==> src/rtl/mux4_rr_arbiter_if.sv <==
// Handshake bundle between the round-robin arbiter, the four
// requesting sources and the consumer of the 4:1 mux output.
interface mux4_rr_arbiter_if;
    logic [3:0] req;
    logic       out_ready;
    logic [1:0] switch;
    logic [3:0] grant;
    logic       out_valid;
    logic [3:0] ack;

    modport master (
        input  req,
        input  out_ready,
        output switch,
        output grant,
        output out_valid,
        output ack
    );

    modport slave (
        output req,
        output out_ready,
        input  switch,
        input  grant,
        input  out_valid,
        input  ack
    );
endinterface

==> src/rtl/mux4_rr_arbiter.sv <==
// Round-robin arbiter driving the 4:1 mux select, with optional
// multi-beat bursts per grant and a valid/ready output handshake.
module mux4_rr_arbiter #(
    parameter int unsigned BURST = 1
) (
    input  logic              clk,
    input  logic              rst,
    mux4_rr_arbiter_if.master bus
);

    typedef enum logic {
        IDLE  = 1'b0,
        GRANT = 1'b1
    } state_e;

    localparam logic [7:0] BEAT_MAX = 8'(BURST - 1);

    state_e     state_q, state_d;
    logic [1:0] switch_q, switch_d;
    logic [1:0] last_q, last_d;
    logic [3:0] grant_q, grant_d;
    logic       out_valid_q, out_valid_d;
    logic [7:0] beats_q, beats_d;

    logic       xfer;
    logic [3:0] arb_req;
    logic [1:0] arb_base;
    logic [1:0] cand;
    logic       win_found;
    logic [1:0] win_idx;

    assign xfer = out_valid_q & bus.out_ready;

    // The source being served is masked so it cannot win its own
    // rotation; it only comes back through IDLE.
    assign arb_base = (state_q == IDLE) ? last_q : switch_q;
    assign arb_req  = (state_q == IDLE) ? bus.req
                                        : (bus.req & ~grant_q);

    always_comb begin
        win_found = 1'b0;
        win_idx   = 2'd0;
        cand      = 2'd0;
        for (int k = 1; k <= 4; k++) begin
            cand = arb_base + 2'(k);
            if (!win_found && arb_req[cand]) begin
                win_found = 1'b1;
                win_idx   = cand;
            end
        end
    end

    always_comb begin
        state_d     = state_q;
        switch_d    = switch_q;
        last_d      = last_q;
        grant_d     = grant_q;
        out_valid_d = out_valid_q;
        beats_d     = beats_q;
        unique case (state_q)
            IDLE: begin
                if (win_found) begin
                    state_d     = GRANT;
                    switch_d    = win_idx;
                    grant_d     = 4'b0001 << win_idx;
                    beats_d     = 8'd0;
                    out_valid_d = 1'b1;
                end
            end
            GRANT: begin
                if (xfer) begin
                    // Burst continuation beats rotation.
                    if (beats_q != BEAT_MAX && bus.req[switch_q]) begin
                        beats_d = beats_q + 8'd1;
                    end else begin
                        last_d = switch_q;
                        if (win_found) begin
                            switch_d = win_idx;
                            grant_d  = 4'b0001 << win_idx;
                            beats_d  = 8'd0;
                        end else begin
                            state_d     = IDLE;
                            grant_d     = 4'b0000;
                            out_valid_d = 1'b0;
                            beats_d     = 8'd0;
                        end
                    end
                end
            end
        endcase
    end

    always_ff @(posedge clk or posedge rst) begin
        if (rst) begin
            state_q     <= IDLE;
            switch_q    <= 2'd0;
            last_q      <= 2'd3;
            grant_q     <= 4'b0000;
            out_valid_q <= 1'b0;
            beats_q     <= 8'd0;
        end else begin
            state_q     <= state_d;
            switch_q    <= switch_d;
            last_q      <= last_d;
            grant_q     <= grant_d;
            out_valid_q <= out_valid_d;
            beats_q     <= beats_d;
        end
    end

    assign bus.switch    = switch_q;
    assign bus.grant     = grant_q;
    assign bus.out_valid = out_valid_q;
    assign bus.ack       = grant_q & {4{xfer}};

endmodule

==> src/flat_wrapper.sv <==
// flat-port wrapper written by rule: the top's interface ports become plain ports
module mux4_rr_arbiter_flat 
#(
    parameter int unsigned BURST = 1
)
  (clk, rst, bus_req, bus_out_ready, bus_switch, bus_grant, bus_out_valid, bus_ack);
  mux4_rr_arbiter_if bus_i ();
  input  logic clk;
  input  logic rst;
  input wire logic [$bits(bus_i.req)-1:0] bus_req;
  input wire logic [$bits(bus_i.out_ready)-1:0] bus_out_ready;
  output wire logic [$bits(bus_i.switch)-1:0] bus_switch;
  output wire logic [$bits(bus_i.grant)-1:0] bus_grant;
  output wire logic [$bits(bus_i.out_valid)-1:0] bus_out_valid;
  output wire logic [$bits(bus_i.ack)-1:0] bus_ack;
  assign bus_i.req = bus_req;
  assign bus_i.out_ready = bus_out_ready;
  assign bus_switch = bus_i.switch;
  assign bus_grant = bus_i.grant;
  assign bus_out_valid = bus_i.out_valid;
  assign bus_ack = bus_i.ack;
  mux4_rr_arbiter #(.BURST(BURST)) u_core (.clk(clk), .rst(rst), .bus(bus_i));
endmodule
==> config.mk <==
export PLATFORM = sky130hd
export DESIGN_NAME = mux4_rr_arbiter_flat
export DESIGN_NICKNAME = d
export VERILOG_FILES = /design/src/rtl/mux4_rr_arbiter_if.sv /design/src/rtl/mux4_rr_arbiter.sv /design/src/flat_wrapper.sv
export SDC_FILE = /design/constraint.sdc
export NUM_CORES = 1
export LEC_CHECK = 0
export CAP_MARGIN = 20
export CORE_MARGIN = 2
export CORE_UTILIZATION = 52
export DETAILED_ROUTE_END_ITERATION = 8
export GPL_TIMING_DRIVEN = 0
export PLACE_DENSITY = 0.78
export SYNTH_ARGS = -nofsm -noshare
export SYNTH_HDL_FRONTEND = slang
export SYNTH_SLANG_ARGS = --single-unit
==> constraint.sdc <==
create_clock -name clk -period 2.9 [get_ports clk]
set_clock_uncertainty 0.15 [all_clocks]
set_input_delay 0.435 -clock clk [delete_from_list [all_inputs] [get_ports clk]]
set_output_delay 0.435 -clock clk [all_outputs]
set_load 0.02 [all_outputs]
==> run metrics, run 1 <==
core region area 2020 sq um; Commonest cells post-synth dfrtp_1, nor2_1, nand2_1, inv_1, o21ai_0; sequential element share of the synthesized area 0.398; Worst Path Max Fanout 6; Post-Synthesis Cells 113; yosys warns 0; dominant cell by count in the synthesized netlist dfrtp_1; Lkg Pwr 0.000623 uW; Final Critical Period 2.33 ns; Die Y between 50 and 60 microns; aggregate routed wire length 2420 microns; DRC Markers 0; TritonCTS Buffers 3; setup TNS 0 ns; CTS tree yes; Synth async-reset ratio 1.00; fmax approximately 430 MHz; top_reg_cell synth dfrtp_1; final setup fails 0; syn_area_per_cell approximately 10 sq um; largest net degree at the start of global routing 19; antenna violations before repair 0; status complete, no violations; Top Usage Layer GRT met2; Skew-Pair Late Insertion Delay about 0.29 ns; Synth area leader dfrtp_1; Vias 942; # diodes 0; setup slack on the worst flop-to-flop path 0.59 ns; H-tree Lvls 1; Cell Area, Synth 1140 sq um; data required time of the worst path approximately 2.3 ns; Final Util 0.681; Post-CTS Setup Inserts 0; met3 GRT Util 0.0268; critical path arrival between 1.5 and 2 ns; Post-synth EDFFs 0; Hold Path Class input pin to asynchronous set/reset pin; met1 Use GR 0.286; setup repair after global routing missed its margin false; Yosys reg bits 18; power per cell area 786 nW/um^2; Placer Congestion 0.846; Max Slew Vio Count 0; Synth area leaders dfrtp_1, dfstp_2, mux2_2; WL per Instance 15.0 microns; Period Utilization, post-route 0.802; clk buf depth 2; met2 usage 0.346; number of clock sinks 18; hold-fix buffers at CTS 0; total track usage 0.209; worst vdd ir ~0.00064 V; crit start category input pin; measured slew at the worst slew-check pin 0.649 ns; top cell type's share of synthesized area 0.352; CP Class input pin to output port; drt first pass iters 4; Fin. Hold Viols 0; Die X 50.8 microns; max_slew headroom 0.567; proportion of layout cells with a drive suffix above 1 0.179; Reg clk slew, reported paths 0.11 ns; Syn-to-layout area delta 21.1%; fin nets 144; placed instance count 157; vias in the first global route 885; fin cells 161; Starting Density 0.563; Distinct cells, synth 44; port buffer count 17; first-pass GRT wire length 4050 microns; vias per inst 5.85; Cell Rows 16; drt initial violations 21; post-cts resize count 0; antenna-violating nets left 0; kind of end point of the critical path output port; Fin Hold WS 0.382 ns; Root Driver clkbuf_4; DP Wirelength between 1500 and 2000 microns; total grt overflow 0; I/O pin cnt 18; full die area 2580 sq um; max_cap viols 0; syn nets approximately 120
==> cell usage in the layout (no fill, tap or decap), types with 3 or more instances in the layout <==
cell | synthesis | layout
and3_1 | 6 | 6
inv_1 | 7 | 7
nor2_1 | 11 | 11
mux2_2 | 4 | 4
clkdlybuf4s50_1 | 0 | 17
nand2_1 | 8 | 8
a21boi_0 | 3 | 3
clkbuf_4 | 0 | 3
o21ai_0 | 7 | 7
dfrtp_1 | 16 | 16
xor2_1 | 4 | 4
==> cell families after synthesis <==
| group | Yosys count | share of synthesized area |
|---|---|---|
| simple gates | 41 | 0.198 |
| compound gates | 30 | 0.211 |
| flops | 18 | 0.398 |
| buf+inv | 9 | 0.0418 |
| mux | 8 | 0.0902 |
| xor+xnor | 5 | 0.0385 |
| fa+ha+maj | 2 | 0.0220 |
==> critical path: stages <==
cell	delay, ns
clkdlybuf4s50_1	0.54
and3_1	0.17
clkdlybuf4s50_1	0.59
==> per-stage QoR <==
stage          power (uW)  area (sq um)  setup WS (ns)
2_1_floorplan         734          1140          0.759
3_3_place_gp          908          1340          0.378
3_5_place_dp          922          1340          0.357
4_1_cts              1080          1380          0.560
5_1_grt              1150          1380          0.489
6_report             1080          1380          0.573
==> area by class of cell <==
type / instances / area (sq um)
Fill cell: 156 / 644
Multi-Input combinational cell: 86 / 637
Sequential cell: 18 / 453
Timing Repair Buffer: 17 / 170
Clock buffer: 4 / 36.3
Tap cell: 27 / 33.8
Inverter: 7 / 26.3
Buffer: 2 / 21.3
==> state kept, by name (all words and copies together), names as in the netlist <==
name,flops
u_core.bus.out_valid,1
u_core.beats_q,8
u_core.bus.switch,2
u_core.bus.grant,4
u_core.state_q,1
u_core.last_q,2
==> worst paths after layout <==
check | end | cells after the start | from
worst max-delay path | bus_ack[0] | 3 | bus_out_ready
worst min register to register | u_core.beats_q[0]$_DFFE_PP0P_ | 1 | u_core.beats_q[0]$_DFFE_PP0P_
max in group asynchronous | u_core.beats_q[5]$_DFFE_PP0P_ | 2 | rst
worst min-delay path | u_core.bus.switch[0]$_DFFE_PP0P_ | 2 | rst
worst max register to register | u_core.bus.switch[0]$_DFFE_PP0P_ | 7 | u_core.beats_q[0]$_DFFE_PP0P_
min in group clk | u_core.beats_q[0]$_DFFE_PP0P_ | 1 | u_core.beats_q[0]$_DFFE_PP0P_
==> per-layer routing <==
metal  routed length (microns)  part of all wire  up-vias
li1                          -                 -      455
met1                      1090              0.45      452
met2                      1170              0.48       31
met3                       129             0.053        4
met4                        28             0.012        0
met5                         0                 0        -
==> power breakdown <==
part / total, uW / switching, uW / internal (uW)
sequential: 393 / 74.9 / 318
combinational: 533 / 269 / 264
clock: 156 / 80.1 / 76.3
total: 1080 / 424 / 659
Power figures use the tool's default switching activity.
==> inputs of run 2 (changes only) <==
- CORE_UTILIZATION: 52 -> 47
- PLACE_DENSITY: 0.78 -> 0.74
- clock period: 2.9 -> 2 ns (I/O delays scaled with it)
==> run metrics, run 2 (same netlist as run 1, synthesis figures left out) <==
Fin. Hold Viols 0; # diodes 0; clk buf depth 2; FF-to-FF path depth 7; full die area 2830 sq um; setup slack on the worst flop-to-flop path -0.21 ns; power per cell area around 1100 nW/um^2; H-tree Lvls 1; Skew-Pair Late Insertion Delay about 0.31 ns; Tot Pwr 1640 uW; vias in the first global route roughly 1000; I/O pin cnt 18; Reg clk slew, reported paths about 0.11 ns; drt initial violations 29; Die X 53.2 microns; total grt overflow 0; Hold Path Class input pin to asynchronous set/reset pin; setup ws final -0.209 ns; Syn-to-layout area delta 25.9%; fin nets 149; setup repair after global routing missed its margin true; port buffer count 17; core region area 2250 sq um; crit-path cells inv_1, ha_1, or4b_4, o211ai_2, a21boi_4, and2b_4, mux2_4; Lkg Pwr 0.000674 uW; Crit path largest cell delay 0.47 ns; proportion of layout cells with a drive suffix above 1 0.245; Crit. Startpoint u_core.beats_q[0]$_DFFE_PP0P_; CP Class flop to flop; Largest Register u_core.beats_q; WL per Instance 16.5 microns; commonest cells after routing, fill and taps aside dfrtp_1, clkdlybuf4s50_1, nor2_1; CTS tree yes; TritonCTS Buffers 3; crit-path leading delay family simple AND/OR/NAND/NOR gates; fmax 453 MHz; Die Y about 53 microns; measured slew at the worst slew-check pin 0.665 ns; max FFs per register 8; pre-CTS setup slack -0.432 ns; largest net degree at the start of global routing 19; Filler Cells Inserted 204; antenna-violating nets left 0; footprint of the multi-input gates 657 sq um; most common cell after layout, fill and taps aside dfrtp_1; Starting Density 0.504; Reg area between 400 and 500 sq um; fin area 1430 sq um; Crit. path cell count 7; max_cap viols 0; Buf+Inv Stages, Crit Path 1; status finished, violations left; Period Utilization, post-route 1.10; drt first pass iters 4; max_slew headroom 0.556; vias per inst about 6.0; violated checks setup timing; Root Driver clkbuf_4; setup TNS -0.921 ns; Final Util 0.635; DRC Markers 0; aggregate routed wire length 2760 microns; worst vdd ir 0.000958 V; placed cell areas 1340 sq um; first-pass GRT wire length 4660 microns; critical path arrival 2.26 ns; Final Critical Period ~2.2 ns; CP max stage cell or4b_4; number of clock sinks 18; crit start category flop; DP Wirelength between 1500 and 2000 microns; kind of end point of the critical path flop; RR Startpoint u_core.beats_q[0]$_DFFE_PP0P_; data required time of the worst path 2.05 ns; Placer Congestion 0.936; total track usage 0.232; final setup fails 8; Max Slew Vio Count 0; Cell Rows 17; antenna violations before repair 0; Vias about 1000; reg-to-reg critical path endpoint u_core.bus.switch[0]$_DFFE_PP0P_; Worst Path Max Fanout 3
==> run 2: changes by cell type in the layout (fill, tap and decap cells not counted) <==
cell	change
or2_4	+1
a21boi_1	+1
nand2_2	+1
clkdlybuf4s50_1	-4
and2_1	-1
a21boi_0	-1
o2bb2ai_1	-2
o2bb2ai_2	+2
or2_1	-1
and2_4	+1
buf_4	+5
nand2_1	-1
dlygate4sd2_1	+4
==> run 2: power breakdown <==
part           internal (uW)  switching (uW)  total (uW)
clock network            111             127         238
logic                    404             422         827
registers                461             111         572
==> run 2: through the flow <==
step           hold WS (ns)  instances
2_1_floorplan        0.0871        113
3_3_place_gp          0.361        158
3_5_place_dp          0.374        158
4_1_cts               0.261        165
5_1_grt               0.318        167
6_report              0.222        167
==> run 2: cell type report <==
cell class | count | area share
inverter | 7 | 0.0184
buffer | 2 | 0.0149
timing repair buffer | 22 | 0.142
tap | 28 | 0.0245
clock buffer | 4 | 0.0253
multi-input combinational | 86 | 0.459
sequential | 18 | 0.316
==> run 2: how the worst max path moves through the flow <==
stage                                             endpoint
final                     u_core.bus.switch[0]$_DFFE_PP0P_
after global routing      u_core.bus.switch[0]$_DFFE_PP0P_
after CTS                 u_core.bus.switch[0]$_DFFE_PP0P_
after detailed placement  u_core.bus.switch[0]$_DFFE_PP0P_
after global placement    u_core.bus.switch[0]$_DFFE_PP0P_
after floorplan           u_core.bus.switch[0]$_DFFE_PP0P_
==> run 2: worst register-to-register path, stage by stage, from the launching register on <==
cell      delay, ns
dfrtp_1        0.40
inv_1          0.06
ha_1           0.15
or4b_4         0.47
o211ai_2       0.19
a21boi_4       0.23
and2b_4        0.18
mux2_4         0.29
==> run 2: repair_timing <==
action | 4_1_cts | 5_1_grt
setup buffers | 3 | 2
pin swaps | 1 | 1
resized for setup | 9 | 2
endpoints found under the setup margin | 18 | 15
hold buffers | 0 | 0
==> run 2: per-layer routing <==
metal / up-vias / track usage / wire length, microns
li1: 467 / - / -
met1: 480 / 0.286 / 1160
met2: 41 / 0.400 / 1320
met3: 9 / 0.0282 / 187
met4: 0 / 0.107 / 84
met5: - / 0 / 0
